==> src/rtl/bcd_scan_display.sv <==
// Multi-digit BCD 7-segment scan driver: latches a packed BCD word and time-multiplexes
// digits onto a shared segment bus. Optional feature macro: LEADING_ZERO_BLANK_EN.
module bcd_scan_display #(
  parameter int unsigned DIGITS   = 4,
  parameter int unsigned SCAN_DIV = 1000
) (
  input  logic                  clk,
  input  logic                  reset_n,
  input  logic                  load,
  input  logic [4*DIGITS-1:0]   bcd_in,
  output logic [6:0]            seg,
  output logic [DIGITS-1:0]     an,
  output logic                  err
);

  localparam int unsigned DivW = (SCAN_DIV > 1) ? $clog2(SCAN_DIV) : 1;
  localparam int unsigned IdxW = (DIGITS > 1) ? $clog2(DIGITS) : 1;

  logic [4*DIGITS-1:0] shadow_q, shadow_d;
  logic [DivW-1:0]     div_q, div_d;
  logic [IdxW-1:0]     idx_q, idx_d;
  logic [6:0]          seg_d;
  logic [DIGITS-1:0]   an_d;
  logic                err_d;
  logic [3:0]          digit;
  logic                blank;

  function automatic logic [6:0] decode(input logic [3:0] d);
    logic [6:0] s;
    case (d)
      4'd0:    s = 7'b1111110;
      4'd1:    s = 7'b0110000;
      4'd2:    s = 7'b1101101;
      4'd3:    s = 7'b1111001;
      4'd4:    s = 7'b0110011;
      4'd5:    s = 7'b1011011;
      4'd6:    s = 7'b1011111;
      4'd7:    s = 7'b1110000;
      4'd8:    s = 7'b1111111;
      4'd9:    s = 7'b1111011;
      default: s = 7'b0000001;
    endcase
    return s;
  endfunction

  // Divider, digit index and shadow word for the coming edge.
  always_comb begin
    shadow_d = load ? bcd_in : shadow_q;
    if (div_q == DivW'(SCAN_DIV - 1)) begin
      div_d = '0;
      idx_d = (idx_q == IdxW'(DIGITS - 1)) ? '0 : idx_q + 1'b1;
    end else begin
      div_d = div_q + 1'b1;
      idx_d = idx_q;
    end
  end

  // Outputs are computed from next-state values so a load shows up on the very next cycle.
  always_comb begin
    err_d = 1'b0;
    for (int k = 0; k < int'(DIGITS); k++) begin
      if (shadow_d[4*k +: 4] > 4'd9) err_d = 1'b1;
    end

    digit = shadow_d[{idx_d, 2'b00} +: 4];
    an_d  = '0;
    an_d[idx_d] = 1'b1;

`ifdef LEADING_ZERO_BLANK_EN
    // Walk from the MS digit down; the selected digit blanks only if it and all above are zero.
    blank = 1'b0;
    begin : lzb
      logic all_zero;
      all_zero = 1'b1;
      for (int k = int'(DIGITS) - 1; k >= 0; k--) begin
        if (shadow_d[4*k +: 4] != 4'd0) all_zero = 1'b0;
        if (k == int'(idx_d) && k != 0) blank = all_zero;
      end
    end
`else
    blank = 1'b0;
`endif

    seg_d = blank ? 7'b0000000 : decode(digit);
  end

  always_ff @(posedge clk or negedge reset_n) begin
    if (!reset_n) begin
      shadow_q <= '0;
      div_q    <= '0;
      idx_q    <= '0;
      seg      <= '0;
      an       <= '0;
      err      <= 1'b0;
    end else begin
      shadow_q <= shadow_d;
      div_q    <= div_d;
      idx_q    <= idx_d;
      seg      <= seg_d;
      an       <= an_d;
      err      <= err_d;
    end
  end

endmodule

==> config.mk <==
export PLATFORM = sky130hd
export DESIGN_NAME = bcd_scan_display
export DESIGN_NICKNAME = d
export VERILOG_FILES = /design/src/rtl/bcd_scan_display.sv
export SDC_FILE = /design/constraint.sdc
export NUM_CORES = 1
export LEC_CHECK = 0
export BUFFER_PORTS_ARGS = -buffer_cell sky130_fd_sc_hd__buf_2
export CAP_MARGIN = 10
export CORE_MARGIN = 1.5
export CORE_UTILIZATION = 31
export CTS_CLUSTER_SIZE = 20
export DETAILED_ROUTE_END_ITERATION = 8
export HOLD_SLACK_MARGIN = 0.12
export PLACE_DENSITY_LB_ADDON = 0.15
export RECOVER_POWER = 25
export SETUP_SLACK_MARGIN = 0.05
export SYNTH_ARGS = -nofsm -noshare
export SYNTH_HDL_FRONTEND = slang
export SYNTH_SLANG_ARGS = --single-unit
==> constraint.sdc <==
create_clock -name clk -period 2.9 [get_ports clk]
set_clock_uncertainty 0.1 [all_clocks]
set_input_delay 0.29 -clock clk [delete_from_list [all_inputs] [get_ports clk]]
set_output_delay 0.29 -clock clk [all_outputs]
set_load 0.03 [all_outputs]
==> impl_metrics.tcl, run 1 <==
set metrics [dict create \
    crit_family "simple AND/OR/NAND/NOR gates" \
    power_density_mw_per_mm2 521 \
    grt_pass1_vias 1422 \
    antenna_found_initial 0 \
    fillCellCount 665 \
    hold_slack_ps 151 \
    setup_viol 0 \
    crit_top_cell "mux2_2" \
    ys.warnings.count 0 \
    cp_max_fo 7 \
    crit_path_start_kind "flop" \
    relSlewSlack 0.387 \
    drt_iter0_drc 35 \
    pre_cts_ws_ps 317 \
    ios 31 \
    use_met3 0.0344 \
    multi_input_area_um2 981 \
    reg2reg_slack_ps 300 \
    nNetsFinal 246 \
    avgSynthCellArea_um2 11.6 \
    cp_cell_sequence "and4bb_4 > and3_1 > mux2_2 > a221oi_4 > inv_1 > ha_1 > mux2_2 > nand2_1" \
    die_width_um 84.6 \
    wl_per_cell_um 14.0 \
    cts_root_buf "clkbuf_8" \
    initial_core_util 0.323 \
    clock_latency_ps 300 \
    synth_cells 177 \
    cts_setup_buffers 0 \
    fp.dieArea_mm2 0.00715 \
    min_to "shadow_q[12]$_DFF_PN0_" \
    path_buf_inv 1 \
    irDropWorstVdd_uv 255 \
    cts_buffers 5 \
    routed_wl_um 4170 \
    syn2layout_area_growth_pct 19.5 \
    gr-usage-met1 0.176 \
    die_h_um 84.6 \
    cap_violations 0 \
    grt_util_all_layers 0.128 \
    critPathMaxStageDelay_ps 420 \
    crit_required_ps 3030 \
    fp.coreArea_mm2 0.00639 \
    endpoint_kind "flop" \
    ys_seq_area_frac 0.485 \
    worstMarginPinSlew_ps 920 \
    synth-main-ff-cell "dfrtp_1" \
    setup_slack_ps 299 \
    period_share 0.897 \
    grtUsageMet2 0.195 \
    path_class "reg -> reg" \
    grt_max_degree 41 \
    hp-start "bcd_in[12]" \
    hpwlAfterDp_um 3100 \
    timing.rr.end "seg[0]$_DFF_PN0_" \
    gp_congestion 0.791 \
    cts_max_path_buffers 2 \
    ant_nets 0 \
    p_leak_uw 0.00113 \
    drive_gt1_frac 0.259 \
    clk_pin_slew_ps 80 \
    synth.cell_area_mm2 0.00206 \
    crit_arrival_ps 2740 \
    hold_violations 0 \
    syn_nets 204 \
    antennaDiodeCount 0 \
    cts_htree_levels 2 \
    rsz0062_at_grt "no" \
    synth_seq_cells 40 \
    maxSlewViolCount 0 \
    dp_cells 288 \
    holdCritPathClass "in -> reg" \
    ys_async_sr_fraction 1.00 \
    fin_cells 297 \
    holdPathStages 2 \
    drt-vias-per-instance 4.74 \
    final_cell_area_mm2 0.00246 \
    vias 1408 \
    fin_tns_setup_ps 0 \
    ctsResizeCount 0 \
    io_buffers 30 \
    min_period_ps 2600 \
    clock-sinks 40 \
    cts_tree "yes" \
    synth.distinct_cells 37 \
    synth_edf_count 0 \
    clock.fmax_ghz 0.384 \
    reg2reg_depth 8 \
    r2r-start "div_q[3]$_DFF_PN0_" \
    drc 0 \
    grt_pass1_wl_um 7100 \
    regArea_mm2 0.00100 \
    placed_cell_area_mm2 0.00236 \
    slowest_stage "dfrtp_1" \
    grt.overflow.total 0 \
    busiest_layer "met2" \
    outcome "complete, no violations" \
    num_rows 29 \
    drt_first_pass_iters 5 \
]
-- kinds of logic (layout without fill, tap and decap cells) --
logic type | count (synthesis) | after routing | share of synthesized area
xor gates and xnor gates | 6 | 6 | 0.0255
AOI/OAI and AO/OA | 27 | 27 | 0.0995
buffers and inverters | 19 | 62 | 0.0388
DFF | 40 | 40 | 0.485
muxes | 31 | 31 | 0.186
adders and majority gates | 8 | 8 | 0.0485
and+or+nand+nor | 46 | 46 | 0.116
-- registers in the layout, indices dropped and copies added (netlist names) --
name      flops
shadow_q     16
idx_q         2
div_q        10
err           1
seg           7
an            4
-- placed cells by master (no fill, tap or decap), drive strengths merged, types with 2 or more instances in the layout --
master / n
mux2i: 14
buf: 31
ha: 8
or2: 2
a21oi: 2
o211ai: 4
nand4: 4
nand2b: 2
nor2: 12
nand3: 6
inv: 13
dfrtp: 40
clkbuf: 15
mux4: 4
xnor2: 2
mux2: 13
o22ai: 2
nand2: 13
a221oi: 2
xor2: 4
o21ai: 12
-- where the power goes --
| group | total [uW] | switching (uW) | internal [uW] |
|---|---|---|---|
| clock network | 470 | 211 | 259 |
| logic | 207 | 130 | 77.4 |
| registers | 606 | 9.49 | 597 |
| total | 1280 | 350 | 933 |
-- per-stage QoR --
stage          total power, uW   util
2_1_floorplan              760      -
3_3_place_gp               838  0.369
3_5_place_dp               836  0.369
4_1_cts                   1310  0.389
5_1_grt                   1350  0.386
6_report                  1280  0.386
-- Yosys cell counts, types with 4 or more instances --
cell type,instances,share of area
xor2_1,4,0.017
o211ai_1,4,0.015
dfrtp_1,40,0.49
nand3_1,6,0.015
mux2i_1,13,0.063
clkbuf_1,4,0.0073
mux2_2,12,0.066
inv_1,11,0.020
nand2_1,13,0.024
nor2_1,12,0.022
ha_1,8,0.049
o21ai_0,12,0.029
mux4_2,4,0.044
nand4_1,4,0.012
-- how the worst max path moves through the flow --
stage | start | to | slack, ps | cells after the start
finish | div_q[3]$_DFF_PN0_ | seg[0]$_DFF_PN0_ | 300 | 8
global route | div_q[3]$_DFF_PN0_ | seg[0]$_DFF_PN0_ | 140 | 8
CTS | div_q[3]$_DFF_PN0_ | seg[0]$_DFF_PN0_ | 300 | 8
detailed placement | div_q[3]$_DFF_PN0_ | seg[0]$_DFF_PN0_ | 320 | 8
global placement | div_q[3]$_DFF_PN0_ | seg[0]$_DFF_PN0_ | 370 | 8
floorplan | load | seg[0]$_DFF_PN0_ | 330 | 10
-- worst register-to-register path, delay by kind of cell (launching register included) --
kind / cells / cell delay (ps)
AO/OA/AOI/OAI: 1 / 320
multiplexers: 2 / 660
AND/OR/NAND/NOR: 3 / 700
buffers and inverters: 1 / 140
adder cells (fa/ha/maj): 1 / 220
flip-flops: 1 / 420
-- timing repair --
item,in CTS,in global routing
hold buffers,1,0
hold endpoints to repair,40,0
endpoints found under the setup margin,0,0
-- metal layers --
| metal | routed length, um | part of all wire |
|---|---|---|
| met5 | 0 | 0 |
| met4 | 76 | 0.018 |
| met3 | 163 | 0.039 |
| met2 | 1890 | 0.45 |
| met1 | 2040 | 0.49 |
-- cell type report --
cell class | instances | share of cell area
Clock buffer | 5 | 0.0279
Tap cell | 77 | 0.0391
Clock inverter | 3 | 0.0188
Timing Repair Buffer | 42 | 0.0904
Sequential cell | 40 | 0.406
Inverter | 12 | 0.0193
Multi-Input combinational cell | 118 | 0.398
(Power assumes the default switching activity.)
==> run 2: changes to the inputs <==
CORE_ASPECT_RATIO = 0.8   (was default)
==> run 2 against run 1 <==
Net effect: sequential cell count did not move; first-iteration DRC count rose to 2.7 times the previous value; clock-buffer cell count rose by 1; non-clock buffer count fell by 3; critical path depth rose by 1; sequential power barely moved; core utilization fell by 0.88 points; sequential share of layout area rose by 0.80 points; clock power fell by 26%; fmax fell by 0.61%; critical path type unchanged; highest routed layer unchanged.
==> impl_metrics.tcl, run 2 (synthesis gave the netlist of run 1 again) <==
set metrics [dict create \
    grt_util_all_layers 0.134 \
    drive_gt1_frac 0.250 \
    grt_pass1_wl_um 7460 \
    endpoint_kind "flop" \
    die_width_um 94.2 \
    cts_tree "yes" \
    drt_iter0_drc 95 \
    cap_violations 0 \
    p_int_uw 838 \
    gp_congestion 0.783 \
    cp_max_fo 8 \
    fin_tns_setup_ps 0 \
    totalPowerFinal_uw 1160 \
    antennaDiodeCount 0 \
    cts_setup_buffers 0 \
    sw_frac_of_total 0.280 \
    initial_core_util 0.322 \
    maxSlewViolCount 0 \
    ctsResizeCount 0 \
    p_leak_uw 0.00110 \
    antenna_found_initial 0 \
    clock_latency_ps 280 \
    io_buffers 30 \
    irDropWorstVdd_uv 259 \
    final_common_cell "dfrtp_1" \
    switching_power_uw 325 \
    clk_pin_slew_ps 70 \
    fp.coreArea_mm2 0.00641 \
    die_h_um 75.9 \
    crit_path_start_kind "flop" \
    top_regs "shadow_q (16), div_q (10), seg (7)" \
    clock.fmax_ghz 0.382 \
    syn2layout_area_growth_pct 17.2 \
    final_cell_area_mm2 0.00242 \
    power_density_mw_per_mm2 481 \
    routed_wl_um 4290 \
    grt.overflow.total 0 \
    setup_viol 0 \
    grt_max_degree 41 \
    period_share 0.903 \
    path_class "reg -> reg" \
    top_register "shadow_q" \
    hold_violations 0 \
    largest_reg_flops 16 \
    wl_per_cell_um 14.3 \
    cts_root_buf "clkbuf_8" \
    crit_arrival_ps 2740 \
    relSlewSlack 0.393 \
    placed_cell_area_mm2 0.00234 \
    p_clk_frac 0.300 \
    holdCritPathClass "in -> reg" \
    min_period_ps 2620 \
    reg2reg_slack_ps 280 \
    final_util 0.377 \
    ant_nets 0 \
    drt-vias-per-instance 4.73 \
    num_rows 26 \
    grt_pass1_vias 1449 \
    crit_required_ps 3020 \
    ios 31 \
    seqPwrFrac 0.522 \
    vias 1420 \
    clock-sinks 40 \
    fp.dieArea_mm2 0.00715 \
    cts_max_path_buffers 2 \
    outcome "complete, no violations" \
    drt_first_pass_iters 4 \
    final_cell_mix "dfrtp_1, buf_2, nand2_1, mux2i_1" \
    worstMarginPinSlew_ps 911 \
    cts_htree_levels 2 \
    rsz0062_at_grt "no" \
    drc 0 \
    cts_buffers 5 \
    nNetsFinal 243 \
    hpwlAfterDp_um 3150 \
    power_frac_comb 0.178 \
    hold_slack_ps 165 \
]
==> run 2: final cells by class <==
type,count,area [um2]
timing repair buffer,39,204
sequential,40,1000
clock buffer,6,72.6
inverter,12,47.5
tap,84,105
fill,642,3990
clock inverter,1,5.00
multi-input combinational,118,981
==> run 2: timing repair <==
item	4_1_cts	5_1_grt
endpoints found under the hold margin	40	0
setup endpoints to repair	0	0
hold buffers	1	0
==> run 2: metal layers <==
metal	up-vias	global-route usage	part of all wire
met4	0	0.0403	0.011
met5	-	0	0
met3	5	0.0321	0.045
met1	680	0.216	0.56
li1	704	-	-
met2	31	0.172	0.38
==> run 2: final timing paths <==
check,endpoint,startpoint,cells after the start
worst max-delay path,seg[0]$_DFF_PN0_,idx_q[0]$_DFF_PN0_,9
worst min-delay path,shadow_q[12]$_DFF_PN0_,bcd_in[12],2
worst max register to register,seg[0]$_DFF_PN0_,idx_q[0]$_DFF_PN0_,9
worst min register to register,div_q[0]$_DFF_PN0_,div_q[0]$_DFF_PN0_,1
max in group asynchronous,seg[4]$_DFF_PN0_,reset_n,2
min in group asynchronous,err$_DFF_PN0_,reset_n,2
==> run 2: per-stage QoR <==
stage,setup WS [ps],instances
floorplan,332,177
global placement,316,292
detailed placement,287,292
CTS,261,300
global route,112,300
finish,283,300
==> run 2: critical path, cell delays in order, from the launching register on <==
cell and delay, ps:
dfrtp_1 380, ha_1 470, o21bai_1 190, o22ai_1 100, mux2_2 300, a221oi_4 310
inv_1 150, ha_1 220, mux2_2 260, nand2_1 60
==> run 2: power groups by stage <==
stage	combinational, uW	clock (uW)	sequential [uW]
3_5_place_dp	216	0	618
4_1_cts	218	369	607
5_1_grt	230	391	612
6_report	207	349	607
3_3_place_gp	217	0	618
2_1_floorplan	105	0	655
==> run 3: changes to the inputs <==
ABC_AREA = 1   (was default)
==> run 3 against run 2 <==
Net effect: critical path depth grew 6; design area rose by 6.9%; sequential power down 1%; worst setup slack improved by 62 ps; global-route usage is 0.38 points higher; non-clock buffer count fell by 7; register-to-register slack better by 60 ps; clock-buffer cell count up 1; highest routed layer unchanged.
==> impl_metrics.tcl, run 3 <==
set metrics [dict create \
    wl_per_cell_um 12.7 \
    cts_tree "yes" \
    drt-vias-per-instance 4.37 \
    grt_pass1_vias 1601 \
    fillCellCount 745 \
    clock-sinks 40 \
    cts_max_path_buffers 2 \
    num_rows 27 \
    holdCritPathClass "in -> reg" \
    largest_reg_flops 16 \
    maxSlewViolCount 0 \
    grt_pass1_wl_um 8220 \
    min_to "shadow_q[11]$_DFF_PN0_" \
    synth_cells 246 \
    worstMarginPinSlew_ps 908 \
    yosys-top-cells-count "nand2_1, dfrtp_1, inv_1" \
    top_regs "shadow_q (16), div_q (10), seg (7)" \
    reg2reg_slack_ps 340 \
    drt_iter0_drc 42 \
    grt_max_degree 41 \
    antenna_found_initial 0 \
    final_cell_mix "nand2_1, dfrtp_1, inv_1" \
    initial_core_util 0.320 \
    crit_required_ps 3030 \
    crit_path_start_kind "flop" \
    clk_pin_slew_ps 80 \
    outcome "complete, no violations" \
    ios 31 \
    cts_htree_levels 2 \
    ctsResizeCount 0 \
    rsz0062_at_grt "no" \
    nNetsFinal 309 \
    endpoint_kind "flop" \
    relSlewSlack 0.395 \
    hpwlAfterDp_um 3510 \
    ctsHoldBuffers 1 \
    holdPathStages 3 \
    setup_viol 0 \
    timing.rr.end "seg[3]$_DFF_PN0_" \
    post-synth-top-area-cell "dfrtp_1" \
    drt_first_pass_iters 4 \
    avgSynthCellArea_um2 8.98 \
    grt.overflow.total 0 \
    crit_arrival_ps 2690 \
    hp-start "bcd_in[11]" \
    clock.fmax_ghz 0.391 \
    grt_util_all_layers 0.137 \
    synth_edf_count 0 \
    yosys-top-cells-area "dfrtp_1, nand2_1, inv_1" \
    cap_violations 0 \
    power_density_mw_per_mm2 503 \
    syn_nets 273 \
    r2r-start "div_q[0]$_DFF_PN0_" \
    synth.cell_area_mm2 0.00221 \
    final_common_cell "nand2_1" \
    synth_seq_cells 40 \
    final_cell_area_mm2 0.00258 \
    reg2reg_depth 15 \
    hold_violations 0 \
    ant_nets 0 \
    ys.warnings.count 0 \
    period_share 0.881 \
    irDropWorstVdd_uv 215 \
    routed_wl_um 4700 \
    vias 1617 \
    path_class "reg -> reg" \
    die_h_um 78.5 \
    syn2layout_area_growth_pct 16.9 \
    ys_seq_area_frac 0.453 \
    synth-main-ff-cell "dfrtp_1" \
    synth.most_common_cell "nand2_1" \
    drive_gt1_frac 0.293 \
    gp_congestion 0.808 \
    drc 0 \
    ys_async_sr_fraction 1.00 \
    clock_latency_ps 300 \
    fp.dieArea_mm2 0.00764 \
    placed_cell_area_mm2 0.00246 \
    pre_cts_ws_ps 402 \
    setup_slack_ps 345 \
    cts_setup_buffers 0 \
    io_buffers 30 \
    top_register "shadow_q" \
    synth.distinct_cells 31 \
    p_leak_uw 0.00134 \
    fp.coreArea_mm2 0.00689 \
    cts_buffers 5 \
    antennaDiodeCount 0 \
    cts_root_buf "clkbuf_8" \
    yosysTopAreaCellShare 0.453 \
    cp_max_fo 6 \
    min_period_ps 2560 \
    fin_tns_setup_ps 0 \
    die_width_um 97.4 \
]
-- run 3: cell types whose count changed in the layout (fill, tap and decap cells not counted), moves of 5 or more --
| cell | before | now |
|---|---|---|
| buf_4 | 6 | 0 |
| nand3_1 | 6 | 11 |
| mux2i_1 | 13 | 1 |
| mux2_1 | 7 | 0 |
| nand2_2 | 0 | 14 |
| nand2_4 | 0 | 8 |
| inv_1 | 11 | 32 |
| o21ai_0 | 12 | 17 |
| mux2_2 | 5 | 0 |
| nand2_1 | 13 | 52 |
| or2_2 | 2 | 11 |
-- run 3: worst max path at each step --
stage,endpoint,cells after the start,start
floorplan,seg[5]$_DFF_PN0_,12,idx_q[0]$_DFF_PN0_
global placement,seg[3]$_DFF_PN0_,15,div_q[0]$_DFF_PN0_
detailed placement,seg[5]$_DFF_PN0_,14,div_q[0]$_DFF_PN0_
CTS,seg[5]$_DFF_PN0_,14,div_q[0]$_DFF_PN0_
global route,seg[5]$_DFF_PN0_,14,div_q[0]$_DFF_PN0_
finish,seg[3]$_DFF_PN0_,15,div_q[0]$_DFF_PN0_
-- run 3: routing by layer --
metal	vias to the layer above	global-route usage	wire length (um)
met1	741	0.206	2600
met2	29	0.192	1880
met3	6	0.0329	169
li1	841	-	-
met5	-	0	0
met4	0	0.0429	55
-- run 3: critical path, stage by stage, from the launching register on --
cell      delay [ps]
dfrtp_1          400
ha_1             230
nand2_1          130
inv_1            160
nand3_4          170
nand2_2           80
nand2_4          120
nor2_2            70
nand2_1           70
nand2_2           70
nor2_2           250
ha_1             290
nand3b_1         180
nand2_1           80
nand2_1           50
nand2_1           50
-- run 3: kinds of logic after synthesis --
group	after synthesis	synth area share
and+or+nand+nor	135	0.375
AOI/OAI and AO/OA	23	0.0527
muxes	1	0.00453
buffers and inverters	39	0.0697
adders and majority gates	8	0.0453
DFF	40	0.453
-- run 3: final cells by class --
cell class | instances | area [um2] | share of cell area
sequential | 40 | 1000 | 0.388
inverter | 36 | 138 | 0.0533
clock inverter | 1 | 30.0 | 0.0116
tap | 87 | 109 | 0.0422
multi-input combinational | 167 | 1050 | 0.408
clock buffer | 7 | 96.3 | 0.0373
timing repair buffer | 32 | 155 | 0.0601
-- run 3: power by group --
part	total, uW	internal (uW)	leakage, uW	switching (uW)
sequential	601	593	0.000481	7.94
combinational	190	59.4	0.000797	131
clock	509	304	0.0000645	205
total	1300	956	0.00134	344
-- run 3: through the flow --
stage / utilization / hold WS (ps) / total power [uW] / std cells
floorplan: - / -106 / 742 / 246
global placement: 0.357 / 371 / 809 / 361
detailed placement: 0.357 / 372 / 808 / 361
CTS: 0.377 / 155 / 1330 / 370
global route: 0.375 / 156 / 1380 / 370
finish: 0.375 / 163 / 1300 / 370
